==> config.mk <==
export PLATFORM = sky130hd
export DESIGN_NAME = mlp_dot_sequencer
export DESIGN_NICKNAME = d
export VERILOG_FILES = /design/src/rtl/mlp_pkg.sv /design/src/rtl/mlp_rise_detect.sv /design/src/rtl/mlp_dot_sequencer.sv
export SDC_FILE = /design/constraint.sdc
export NUM_CORES = 1
export LEC_CHECK = 0
export CORE_MARGIN = 2
export CORE_UTILIZATION = 45
export CTS_CLUSTER_SIZE = 20
export DETAILED_ROUTE_END_ITERATION = 16
export PLACE_DENSITY = 0.88
export SETUP_SLACK_MARGIN = 0.1
export SYNTH_ARGS = -nofsm -noshare
export SYNTH_HDL_FRONTEND = slang
export SYNTH_SLANG_ARGS = --single-unit
==> constraint.sdc <==
create_clock -name clk -period 3.5 [get_ports clk]
set_input_delay 0.35 -clock clk [delete_from_list [all_inputs] [get_ports clk]]
set_output_delay 0.35 -clock clk [all_outputs]
set_load 0.005 [all_outputs]
==> src/rtl/mlp_pkg.sv <==
// Shared definitions for the MLP dot-product sequencer: FSM state encoding
// and the ReLU clamp helper.
package mlp_pkg;

    typedef enum logic [2:0] {
        ST_IDLE,
        ST_CLEAR,
        ST_FETCH,
        ST_WAIT_DATA,
        ST_RUN,
        ST_ACCUM,
        ST_WAIT_LOW,
        ST_OUTPUT
    } mlp_state_e;

    // True when a negative result must be forced to zero.
    function automatic logic relu_clamp(input logic relu_en, input logic sign_bit);
        return relu_en & sign_bit;
    endfunction

endpackage

==> src/rtl/mlp_rise_detect.sv <==
// Rising-edge detector for the downstream dot_finished level; the previous
// sample is held in a flop so a level that stays high fires only once.
module mlp_rise_detect (
    input  logic clk,
    input  logic reset,
    input  logic din,
    output logic rise
);

    logic prev_q;
    logic prev_d;

    always_comb begin
        prev_d = din;
    end

    always_ff @(posedge clk or negedge reset) begin
        if (!reset) begin
            prev_q <= 1'b0;
        end else begin
            prev_q <= prev_d;
        end
    end

    assign rise = din & ~prev_q;

endmodule

==> src/rtl/mlp_dot_sequencer.sv <==
// Sequences one neuron evaluation: fetches NUM_CHUNKS operand chunks, drives a
// downstream dot-product accumulator per chunk and presents the ReLU'd result.
//
// state        | meaning
// IDLE         | waiting for start, busy low
// CLEAR        | one-cycle dot_reset pulse to the downstream accumulator
// FETCH        | one-cycle chunk_req for chunk_idx
// WAIT_DATA    | waiting for chunk_valid, then latch operands
// RUN          | dot_run high until dot_finished rises
// ACCUM        | dot_run low for one cycle so the accumulator updates
// WAIT_LOW     | wait for dot_finished to drop, then next chunk or output
// OUTPUT       | out_valid high until out_ready
module mlp_dot_sequencer
    import mlp_pkg::*;
#(
    parameter int SIZE           = 4,
    parameter int DATA_WIDTH     = 16,
    parameter int FRACTION_WIDTH = 8,
    parameter int NUM_CHUNKS     = 3,
    parameter bit RELU_EN        = 1'b1,
    localparam int IDX_W         = (NUM_CHUNKS > 1) ? $clog2(NUM_CHUNKS) : 1
) (
    input  logic                                clk,
    input  logic                                reset,
    input  logic                                start,
    output logic                                busy,
    output logic                                chunk_req,
    output logic [IDX_W-1:0]                    chunk_idx,
    input  logic                                chunk_valid,
    input  logic [SIZE-1:0][DATA_WIDTH-1:0]     chunk_data,
    input  logic [SIZE-1:0][DATA_WIDTH-1:0]     chunk_weights,
    input  logic signed [DATA_WIDTH-1:0]        bias,
    output logic                                dot_reset,
    output logic                                dot_run,
    output logic [SIZE-1:0][DATA_WIDTH-1:0]     dot_data,
    output logic [SIZE-1:0][DATA_WIDTH-1:0]     dot_weights,
    output logic signed [DATA_WIDTH-1:0]        dot_bias,
    input  logic                                dot_finished,
    input  logic signed [DATA_WIDTH-1:0]        dot_result,
    output logic                                out_valid,
    input  logic                                out_ready,
    output logic signed [DATA_WIDTH-1:0]        out_data
);

    if (NUM_CHUNKS < 1 || FRACTION_WIDTH >= DATA_WIDTH) begin : g_bad_params
        $error("mlp_dot_sequencer: need NUM_CHUNKS >= 1 and FRACTION_WIDTH < DATA_WIDTH");
    end

    localparam logic [IDX_W-1:0] LAST_IDX = IDX_W'(NUM_CHUNKS - 1);

    mlp_state_e                      state_q, state_d;
    logic [IDX_W-1:0]                cnt_q, cnt_d;
    logic signed [DATA_WIDTH-1:0]    bias_q, bias_d;
    logic                            busy_q, busy_d;
    logic                            chunk_req_q, chunk_req_d;
    logic [IDX_W-1:0]                chunk_idx_q, chunk_idx_d;
    logic                            dot_reset_q, dot_reset_d;
    logic                            dot_run_q, dot_run_d;
    logic [SIZE-1:0][DATA_WIDTH-1:0] dot_data_q, dot_data_d;
    logic [SIZE-1:0][DATA_WIDTH-1:0] dot_weights_q, dot_weights_d;
    logic signed [DATA_WIDTH-1:0]    dot_bias_q, dot_bias_d;
    logic                            out_valid_q, out_valid_d;
    logic signed [DATA_WIDTH-1:0]    out_data_q, out_data_d;
    logic                            finished_rise;

    mlp_rise_detect u_rise (
        .clk   (clk),
        .reset (reset),
        .din   (dot_finished),
        .rise  (finished_rise)
    );

    always_comb begin
        state_d       = state_q;
        cnt_d         = cnt_q;
        bias_d        = bias_q;
        busy_d        = busy_q;
        chunk_req_d   = 1'b0;
        chunk_idx_d   = chunk_idx_q;
        dot_reset_d   = 1'b0;
        dot_run_d     = dot_run_q;
        dot_data_d    = dot_data_q;
        dot_weights_d = dot_weights_q;
        dot_bias_d    = dot_bias_q;
        out_valid_d   = out_valid_q;
        out_data_d    = out_data_q;

        case (state_q)
            ST_IDLE: begin
                if (start) begin
                    state_d     = ST_CLEAR;
                    bias_d      = bias;
                    cnt_d       = '0;
                    busy_d      = 1'b1;
                    dot_reset_d = 1'b1;
                end
            end
            ST_CLEAR: begin
                // Bias rides along with chunk 0 only so it is accumulated once.
                state_d     = ST_FETCH;
                chunk_req_d = 1'b1;
                chunk_idx_d = cnt_q;
                dot_bias_d  = bias_q;
            end
            ST_FETCH: begin
                state_d = ST_WAIT_DATA;
            end
            ST_WAIT_DATA: begin
                if (chunk_valid) begin
                    state_d       = ST_RUN;
                    dot_data_d    = chunk_data;
                    dot_weights_d = chunk_weights;
                    dot_run_d     = 1'b1;
                end
            end
            ST_RUN: begin
                if (finished_rise) begin
                    state_d   = ST_ACCUM;
                    dot_run_d = 1'b0;
                end
            end
            ST_ACCUM: begin
                state_d = ST_WAIT_LOW;
            end
            ST_WAIT_LOW: begin
                if (!dot_finished) begin
                    if (cnt_q == LAST_IDX) begin
                        state_d     = ST_OUTPUT;
                        out_valid_d = 1'b1;
                        out_data_d  = relu_clamp(RELU_EN, dot_result[DATA_WIDTH-1]) ? '0 : dot_result;
                    end else begin
                        state_d     = ST_FETCH;
                        cnt_d       = cnt_q + IDX_W'(1);
                        chunk_req_d = 1'b1;
                        chunk_idx_d = cnt_q + IDX_W'(1);
                        dot_bias_d  = '0;
                    end
                end
            end
            ST_OUTPUT: begin
                if (out_ready) begin
                    state_d     = ST_IDLE;
                    out_valid_d = 1'b0;
                    busy_d      = 1'b0;
                end
            end
            default: begin
                state_d = ST_IDLE;
            end
        endcase
    end

    always_ff @(posedge clk or negedge reset) begin
        if (!reset) begin
            state_q       <= ST_IDLE;
            cnt_q         <= '0;
            bias_q        <= '0;
            busy_q        <= 1'b0;
            chunk_req_q   <= 1'b0;
            chunk_idx_q   <= '0;
            dot_reset_q   <= 1'b0;
            dot_run_q     <= 1'b0;
            dot_data_q    <= '0;
            dot_weights_q <= '0;
            dot_bias_q    <= '0;
            out_valid_q   <= 1'b0;
            out_data_q    <= '0;
        end else begin
            state_q       <= state_d;
            cnt_q         <= cnt_d;
            bias_q        <= bias_d;
            busy_q        <= busy_d;
            chunk_req_q   <= chunk_req_d;
            chunk_idx_q   <= chunk_idx_d;
            dot_reset_q   <= dot_reset_d;
            dot_run_q     <= dot_run_d;
            dot_data_q    <= dot_data_d;
            dot_weights_q <= dot_weights_d;
            dot_bias_q    <= dot_bias_d;
            out_valid_q   <= out_valid_d;
            out_data_q    <= out_data_d;
        end
    end

    assign busy        = busy_q;
    assign chunk_req   = chunk_req_q;
    assign chunk_idx   = chunk_idx_q;
    assign dot_reset   = dot_reset_q;
    assign dot_run     = dot_run_q;
    assign dot_data    = dot_data_q;
    assign dot_weights = dot_weights_q;
    assign dot_bias    = dot_bias_q;
    assign out_valid   = out_valid_q;
    assign out_data    = out_data_q;

endmodule

### Word level (Yosys, flattened, before mapping)

Index checks and enable logic that the tools add are counted.

| operators by class | value |
|---|---|
| $add $sub $neg | 1 |
| equal/unequal tests | 15 |
| bitwise logic cells | 3 |
| mux-type cells | 30 |
| reductions and logical operators | 15 |

Operators by type and width:

| kind | count |
|---|---|
| 16-bit 2-to-1 mux | 2 |
| 16-bit case mux with 2 select lines | 1 |
| 3-bit case mux with 8 select lines | 1 |
| 3-bit 2-to-1 mux | 6 |
| 15-bit 2-to-1 mux | 1 |
| 2-bit inequality test (second input constant) | 7 |
| 3-bit equality test (second input constant) | 4 |
| 3-bit AND reduction | 4 |
| 1-bit 2-to-1 mux | 10 |
| 2-bit nonzero test | 5 |
| 1-bit case mux with 2 select lines | 4 |
| 2-bit case mux with 2 select lines | 2 |
| 4-bit AND reduction | 2 |
| 3-bit by 2-bit equality test with 1-bit output (second input constant) | 2 |
| 2-bit 2-to-1 mux | 3 |
| 5-bit AND reduction | 1 |
| 2-bit AND reduction | 2 |
| 3-bit by 1-bit equality test with 1-bit output (second input constant) | 1 |
| 3-bit logical NOT | 1 |
| 2-bit by 1-bit adder with 2-bit output (second input constant) | 1 |
| 2-bit equality test (second input constant) | 1 |
| 1-bit NOT | 2 |
| 1-bit AND | 1 |

| word-level totals | value |
|---|---|
| input port bits | 166 |
| output and inout port bits | 167 |
| register bits after elaboration | 189 |
| logic and storage cells | 84 |

### Longest topological paths before layout

Gate-level depths: netlist of run 1.

| depth | value |
|---|---|
| depth in word-level cells | 4 |
| gate-level depth with buffers | 6 |
| mapped depth without buffers | 5 |

### Modules after synthesis

A second synthesis of run 1 with hierarchy kept.

| second synthesis, totals | value |
|---|---|
| cell total of the unflattened synthesis | 475 |
| area total of the unflattened synthesis | 7465.9 sq um |

Modules (own cells, without submodules):

| module | instances | area an instance (sq um) | cells an instance | sequential area each (sq um) |
|---|---|---|---|---|
| mlp_dot_sequencer | 1 | 7427.1 | 473 | 4679.5 |
| mlp_rise_detect | 1 | 38.8 | 2 | 25.0 |

### Worst setup path after synthesis of run 1

OpenSTA, ideal clock, no wires.

| timing path | value |
|---|---|
| kind | register to register |
| start point | register state_q[0] |
| end point | register out_data_q[10], in the netlist out_data[10] |
| setup slack | 1.917 ns |
| setup time | 0.125 ns |
| data arrival time | 1.458 ns |
| stages on the path, launching flop included | 7 |
| clock period less this slack | 1.583 ns |
| buffers on the path | 2 |
| required time | 3.375 ns |
| cell sequence | dfrtp_1 nand3b_2 inv_2 and3_1 buf_6 buf_8 mux2_4 |

| between the ends | value |
|---|---|
| cells in the longest elaborated chain, start to end | 2 |

Ends and longest elaborated chain:

| item | line | RTL |
|---|---|---|
| start: declaration | mlp_dot_sequencer.sv:51 | `mlp_state_e state_q, state_d;` |
| start signal: assignment | mlp_dot_sequencer.sv:169 | `state_q <= state_d;` |
| 3-bit equality test | mlp_dot_sequencer.sv:88 | `case (state_q)` |
| 3-bit AND reduction (no line) | - |  |
| end signal: assignment | mlp_dot_sequencer.sv:181 | `out_data_q <= out_data_d;` |
| end: declaration | mlp_dot_sequencer.sv:63 | `logic signed [DATA_WIDTH-1:0] out_data_q, out_data_d;` |

No other way between the ends.
A chain may end at the register's enable or synchronous reset.

### Worst setup path after layout of run 1

| timing path | value |
|---|---|
| start point | register state_q[0] |
| end point | register out_data_q[1], in the netlist out_data[1] |

The elaborated chain is that of the path after synthesis.

==> results of run 1 <==
## cells in the mapped netlist (2+ instances only)
master and n:
inv_1 6, clkbuf_1 5, mux2_4 10, a21oi_1 5, o21ai_0 3, mux2_2 151, nor2_1 7, ha_1 3
mux2i_1 2, a22o_1 18, dfrtp_1 188, nor2b_1 16, nor3b_1 2, nand3_1 4, buf_4 4, buf_2 14
## flip-flops by register name (all words and copies together), names as in the netlist
name and cells:
busy 1, u_rise.prev_q 1, dot_run 1, bias_q 16, dot_reset 1, chunk_req 1
out_data 15, dot_bias 16, chunk_idx 2, dot_weights 64, out_valid 1, state_q 3
cnt_q 2, dot_data 64
## worst register-to-register path, cell delays in order, from the launching register on
cell	delay, ns
dfrtp_1	0.56
nand3b_2	0.35
inv_2	0.15
and3_1	0.76
mux2_2	0.42
## per-stage QoR
stage	hold slack, ns	worst slack (ns)	total power [µW]	std cells
after floorplan	0.0544	1.92	5360	459
after global placement	0.479	1.24	7670	986
after detailed placement	0.485	1.16	7920	986
after CTS	0.0614	1.15	9890	1018
after global routing	0.0931	1.02	10300	1018
final	0.00864	1.15	9790	1018
## per-layer routing
metal  GRT usage, %  up-vias  wire length, µm
met2           40.9      218            10300
met4           8.21        0              532
met3           6.10       35             1200
met1           27.2     2524             7670
li1               -     2275                -
met5              0        -                0
## where the power goes
| group | internal (µW) | total, µW | switching [µW] | leakage (µW) |
|---|---|---|---|---|
| sequential | 3210 | 3830 | 625 | 0.00228 |
| clock | 1100 | 1920 | 824 | 0.000296 |
| combinational | 2730 | 4040 | 1310 | 0.00230 |
| total | 7040 | 9790 | 2760 | 0.00488 |
## cell type report
class / count / area share, %
Clock buffer: 20 / 4.00
Clock inverter: 12 / 1.22
Inverter: 7 / 0.230
Multi-Input combinational cell: 239 / 21.3
Sequential cell: 188 / 41.2
Tap cell: 216 / 2.37
Timing Repair Buffer: 336 / 29.6
## kinds of logic after synthesis
kind of cell | count (synthesis)
and+or+nand+nor | 38
adders and majority gates | 3
DFF | 188
AOI/OAI and AO/OA | 34
buffers and inverters | 32
other | 1
muxes | 163
## final timing paths
check / endpoint / slack [ns] / cells past startpoint
worst max-delay path: out_data[1] / 1.15 / 4
worst min-delay path: dot_bias[1] / 0.009 / 1
worst max register to register: out_data[1] / 1.15 / 4
worst min register to register: dot_data[14] / 0.50 / 1
max in group asynchronous: dot_bias[7] / 2.59 / 2
min in group clk: dot_data[14] / 0.50 / 1
## placed cells by master, fill, tap and decap left out, drive strengths merged, types with 4 or more instances in the layout
cell type / n
dfrtp: 188
mux2: 161
clkdlybuf4s50: 330
nand3: 4
a21oi: 6
clkinv: 8
a22o: 18
nor2b: 17
clkbuf: 21
nor2: 7
buf: 5
inv: 9
==> qor.yml, run 1 <==
cells_and_area:
  drive_above_1_share_pct: 25.6
  design_area_um2: 11400
  nFillCells: 1068
  area_growth_pct: 56.5
  seq_area_um2: 4700
  nets: 958
  diodes: 0
  multiInputGateArea_um2: 2430
  final_core_util_pct: 72.1
setup_path:
  worst-path-buf-inv: 1
  startpoint_type: "register"
  path_delay_family: "simple AND/OR/NAND/NOR gates"
  cp-startpoint: "state_q[0]"
  cpPeakStageDelay_ns: 0.76
  timing.rr.start: "state_q[0]"
  worstSetupPathType: "reg2reg"
  cp_max_fo: 15
  crit_chain: "nand3b_2 > inv_2 > and3_1 > mux2_2"
  critPathArrivalTime_ns: 2.66
  worstSetupEndpointType: "register"
  worstPathRequired_ns: 3.81
  slowest_stage: "and3_1"
timing:
  fmax_mhz: 426
  hold_violations: 0
  setup_tns_ns: 0
  slew_headroom_pct: 40.3
  period_needed_ns: 2.35
  worst_pin_slew_ns: 0.895
  drv_slew: 0
  rsz0062_at_grt: "no"
  finClkSkew_ns: 0.00557
  setup_viol: 0
  finalCritPeriodShare_pct: 67.1
global_route:
  track_usage_pct: 23.1
  grt_pass1_wl_um: 30900
  grt_pass1_vias: 5498
  antenna_found_initial: 0
  grt-ovfl-total: 0
  grt_max_degree: 116
drt:
  drt_wl_total_um: 19700
  viasPerCell: 4.96
  vias: 5052
  initialDrtViolationCount: 153
  drt_first_pass_iters: 4
  drcViolationCount: 0
  final_antenna_net_count: 0
  wire_per_inst_um: 19.3
clock_network:
  cts_tree: "done"
  clock-sinks: 188
  cts_buffer_depth: 2
  clkTransAtPathRegs_ns: 0.07
  post_cts_resized: 0
  cts.root.buffer_cell: "clkbuf_16"
  post-cts-setup-buffers: 0
  postCtsHoldBufs: 0
  htreeDepth: 4
  clk_latency_ns: 0.42
  cts_buffers: 17
synthesis:
  synth_seq_area_share_pct: 64.6
  syn_avg_cell_area_um2: 15.9
  synth_top_family_by_area: "multiplexers"
  synthAdderAreaFrac_pct: 0.515
  ys.flop_type: "dfrtp_1"
  syn-cell-area_um2: 7290
  synth_top_area_share_pct: 64.6
  synth-simple-area-share_pct: 3.28
  synth_compound_area_share_pct: 3.57
  synth-xor-area-share_pct: 0
  ys_top_cells_by_area: "dfrtp_1 65%, mux2_2 23%, a22o_1 2.2%, mux2_4 2.1%, nor2b_1 1.4%"
  synth_top_area_cell: "dfrtp_1"
  synth_cells: 459
  ys_ff_latch: 188
  synthMuxAreaShare_pct: 25.7
  netlist-cell-type-count: 37
  async_flop_share_pct: 100
  syn-num-nets: 628
  synth_edf_count: 0
  yosys_warnings: 0
place:
  hpwlAfterDp_um: 14500
  port_buffers: 331
  place.gp.congestion: 0.791
  placed_area_um2: 10800
power_and_ir_drop:
  p_leak_uw: 0.00488
  p_per_area_nw_per_um2: 859
  irDropWorstVdd_v: 0.000504
floorplan:
  ios: 333
  core_um2: 15800
  start_util_pct: 46.0
  num_rows: 46
  dieHeight_um: 131
  die_area_um2: 17200
  die_w_um: 131
run_status:
  status: "finished clean"
hold_path:
  holdCritPathClass: "in2async"
job:
  cap_violations: 0
Power figures use the tool's default switching activity.
==> run 2, diff against run 1 <==
CORE_UTILIZATION = 42   (was 45)
PLACE_DENSITY = 0.83   (was 0.88)
clock period = 2.29 ns   (was 3.5 ns; I/O delays follow)
==> run 2 against run 1 <==
  * Sequential cell count did not move
  * Count of clock-buffer cells in the layout is the same
  * Hold slack improved by 0.38 ns
  * Register-to-register slack worse by 0.75 ns
  * Clock skew is 0.0046 ns higher
  * Combinational power grew 53%
  * Fmax is 24% higher
  * Routed wire length shrank 5.9%
  * Via count shrank 0.12%
  * Sequential power grew 50%
  * Critical endpoint is now dot_data[30]
  * Highest routed layer unchanged
==> qor.yml, run 2 (synthesis gave the netlist of run 1 again) <==
power_and_ir_drop:
  p_sw_uw: 4130  # +50%
  p_clk_share_pct: 19.9  # +0.3 points
  intPower_uw: 10800  # +54%
  irDropWorstVdd_v: 0.000688  # +36%
  comb_power_share_pct: 41.5  # +0.3 points
  p_leak_uw: 0.00493  # +1.2%
  pwr-share-seq_pct: 38.6  # -0.5 points
  p_sw_share_pct: 27.6  # -0.53 points
  p_per_area_nw_per_um2: 1290  # +51%
drt:
  vias: 5046  # -0.12%
  wire_per_inst_um: 17.8  # -7.8%
  drt_first_pass_iters: 4  # unchanged
  drt_wl_total_um: 18500  # -5.9%
  initialDrtViolationCount: 195  # +27%
  viasPerCell: 4.86  # -2.1%
  final_antenna_net_count: 0  # unchanged
  drcViolationCount: 0  # unchanged
clock_network:
  htreeDepth: 4  # unchanged
  clock-sinks: 188  # unchanged
  post-cts-setup-buffers: 0  # unchanged
  cts_tree: "done"
  cts_buffers: 17  # unchanged
  clk_latency_ns: 0.42  # about the same
  cts_buffer_depth: 2  # unchanged
  clkTransAtPathRegs_ns: 0.07  # about the same
  cts.root.buffer_cell: "clkbuf_16"
cells_and_area:
  nets: 970  # +1.3%
  area_growth_pct: 58.4
  final_cell_mix: "330 x clkdlybuf4s50_1, 188 x dfrtp_1, 151 x mux2_2, 18 x a22o_1, 17 x clkbuf_16"
  drive_above_1_share_pct: 26.4  # +0.85 points
  final_common_cell: "clkdlybuf4s50_1"
  diodes: 0  # unchanged
  nFillCells: 1211  # +13%
global_route:
  grt-ovfl-total: 0  # unchanged
  track_usage_pct: 20.1  # -3.0 points
  grt_pass1_vias: 5384  # -2.1%
  gr-usage-met1_pct: 23.2  # -4.0 points
  grt_pass1_wl_um: 28500  # -7.7%
  grt_max_degree: 71  # -39%
  top_usage_layer: "met2"
  antenna_found_initial: 0  # unchanged
  met2_usage_pct: 33.9  # -7.0 points
  met3_usage_pct: 7.52  # +1.4 points
place:
  dp_worst_setup_slack_ns: 0.182  # -0.977 ns
  place.gp.congestion: 0.830  # +4.9%
  port_buffers: 331  # unchanged
  hpwlAfterDp_um: 13700  # -5.2%
timing:
  finClkSkew_ns: 0.0102  # +0.00460 ns
  drv_slew: 0  # unchanged
  period_needed_ns: 1.89  # -0.462 ns
  finalWorstSetupSlack_ns: 0.402  # -0.748 ns
  fmax_mhz: 530  # +24%
  slew_headroom_pct: 51.9  # +12 points
  hold_violations: 0  # unchanged
  worst_pin_slew_ns: 0.722  # -0.173 ns
  rsz0062_at_grt: "no"
  setup_viol: 0  # unchanged
  setup_tns_ns: 0  # unchanged
  finalCritPeriodShare_pct: 82.4  # +15 points
floorplan:
  dieHeight_um: 136  # +3.4%
  start_util_pct: 42.6  # -3.5 points
  die_w_um: 136  # +3.4%
  die_area_um2: 18400  # +6.9%
  ios: 333  # unchanged
  core_um2: 17100  # +8.1%
  num_rows: 48  # +4.3%
setup_path:
  startpoint_type: "register"
  worstSetupEndpointType: "register"
  timing.rr.start: "state_q[2]"
  worstSetupPathType: "reg2reg"
  cp-startpoint: "state_q[2]"
  cp_max_fo: 58  # +43
  worstPathRequired_ns: 2.59  # -1.22 ns
  critPathArrivalTime_ns: 2.18  # -0.48 ns
run_status:
  status: "finished clean"
hold_path:
  holdCritPathClass: "in2async"
job:
  cap_violations: 0  # unchanged
==> run 2: cell count changes in the layout (fill, tap and decap cells not counted), sizes merged <==
cell,delta
buf,+12
clkbuf,-1
clkinv,-7
clkinvlp,+2
dlygate4sd3,+1
inv,+5
==> run 2: path summary, 6_finish.rpt <==
| check | to | slack, ns | cells after the start |
|---|---|---|---|
| setup / recovery | dot_data[30] | 0.40 | 4 |
| hold / removal | dot_bias[8] | 0.39 | 2 |
| setup reg to reg | dot_data[30] | 0.40 | 4 |
| hold reg to reg | dot_bias[1] | 0.50 | 1 |
| max in group asynchronous | dot_data[49] | 1.27 | 3 |
| min in group clk | dot_data[35] | 0.42 | 2 |
==> run 2: layout make-up <==
type                            instances  area (µm²)  area share [%]
Clock inverter                         12         150            1.30
Sequential cell                       188        4700            40.7
Multi-Input combinational cell        239        2430            21.0
Inverter                                7        26.3           0.228
Tap cell                              225         282            2.44
Clock buffer                           20         447            3.87
Timing Repair Buffer                  348        3510            30.4
==> run 2: repair_timing <==
action,4_1_cts,5_1_grt
hold buffers,1,0
endpoints found under the hold margin,55,0
gates resized for setup,0,0
==> run 2: routing by layer <==
metal / up-vias / wire length [µm]
li1: 2303 / -
met1: 2490 / 6890
met2: 219 / 9470
met3: 34 / 1700
met4: 0 / 446
met5: - / 0
==> run 2: stage by stage <==
stage | hold WS (ns) | power [µW] | instances | util [%] | cell area [µm²]
after CTS | 0.395 | 15100 | 1039 | 67.5 | 11500
after global placement | 0.262 | 11800 | 1006 | 63.9 | 10900
after floorplan | -0.0666 | 8190 | 459 | - | 7290
after global routing | 0.398 | 15800 | 1039 | 67.5 | 11500
final | 0.390 | 14900 | 1039 | 67.5 | 11500
after detailed placement | 0.271 | 12100 | 1006 | 63.9 | 10900
==> run 2: critical path, cell delays in order, from the launching register on <==
cell	delay (ns)
dfrtp_1	0.52
nor2b_2	0.12
nand3_4	0.11
buf_4	0.58
mux2_2	0.41
==> run 2: power by group through the flow <==
| stage | clock (µW) | sequential, µW | combinational, µW |
|---|---|---|---|
| after global placement | 0 | 5720 | 6080 |
| after global routing | 3200 | 5960 | 6640 |
| final | 2980 | 5760 | 6200 |
| after floorplan | 0 | 5810 | 2380 |
| after detailed placement | 0 | 5820 | 6260 |
| after CTS | 3060 | 5780 | 6310 |
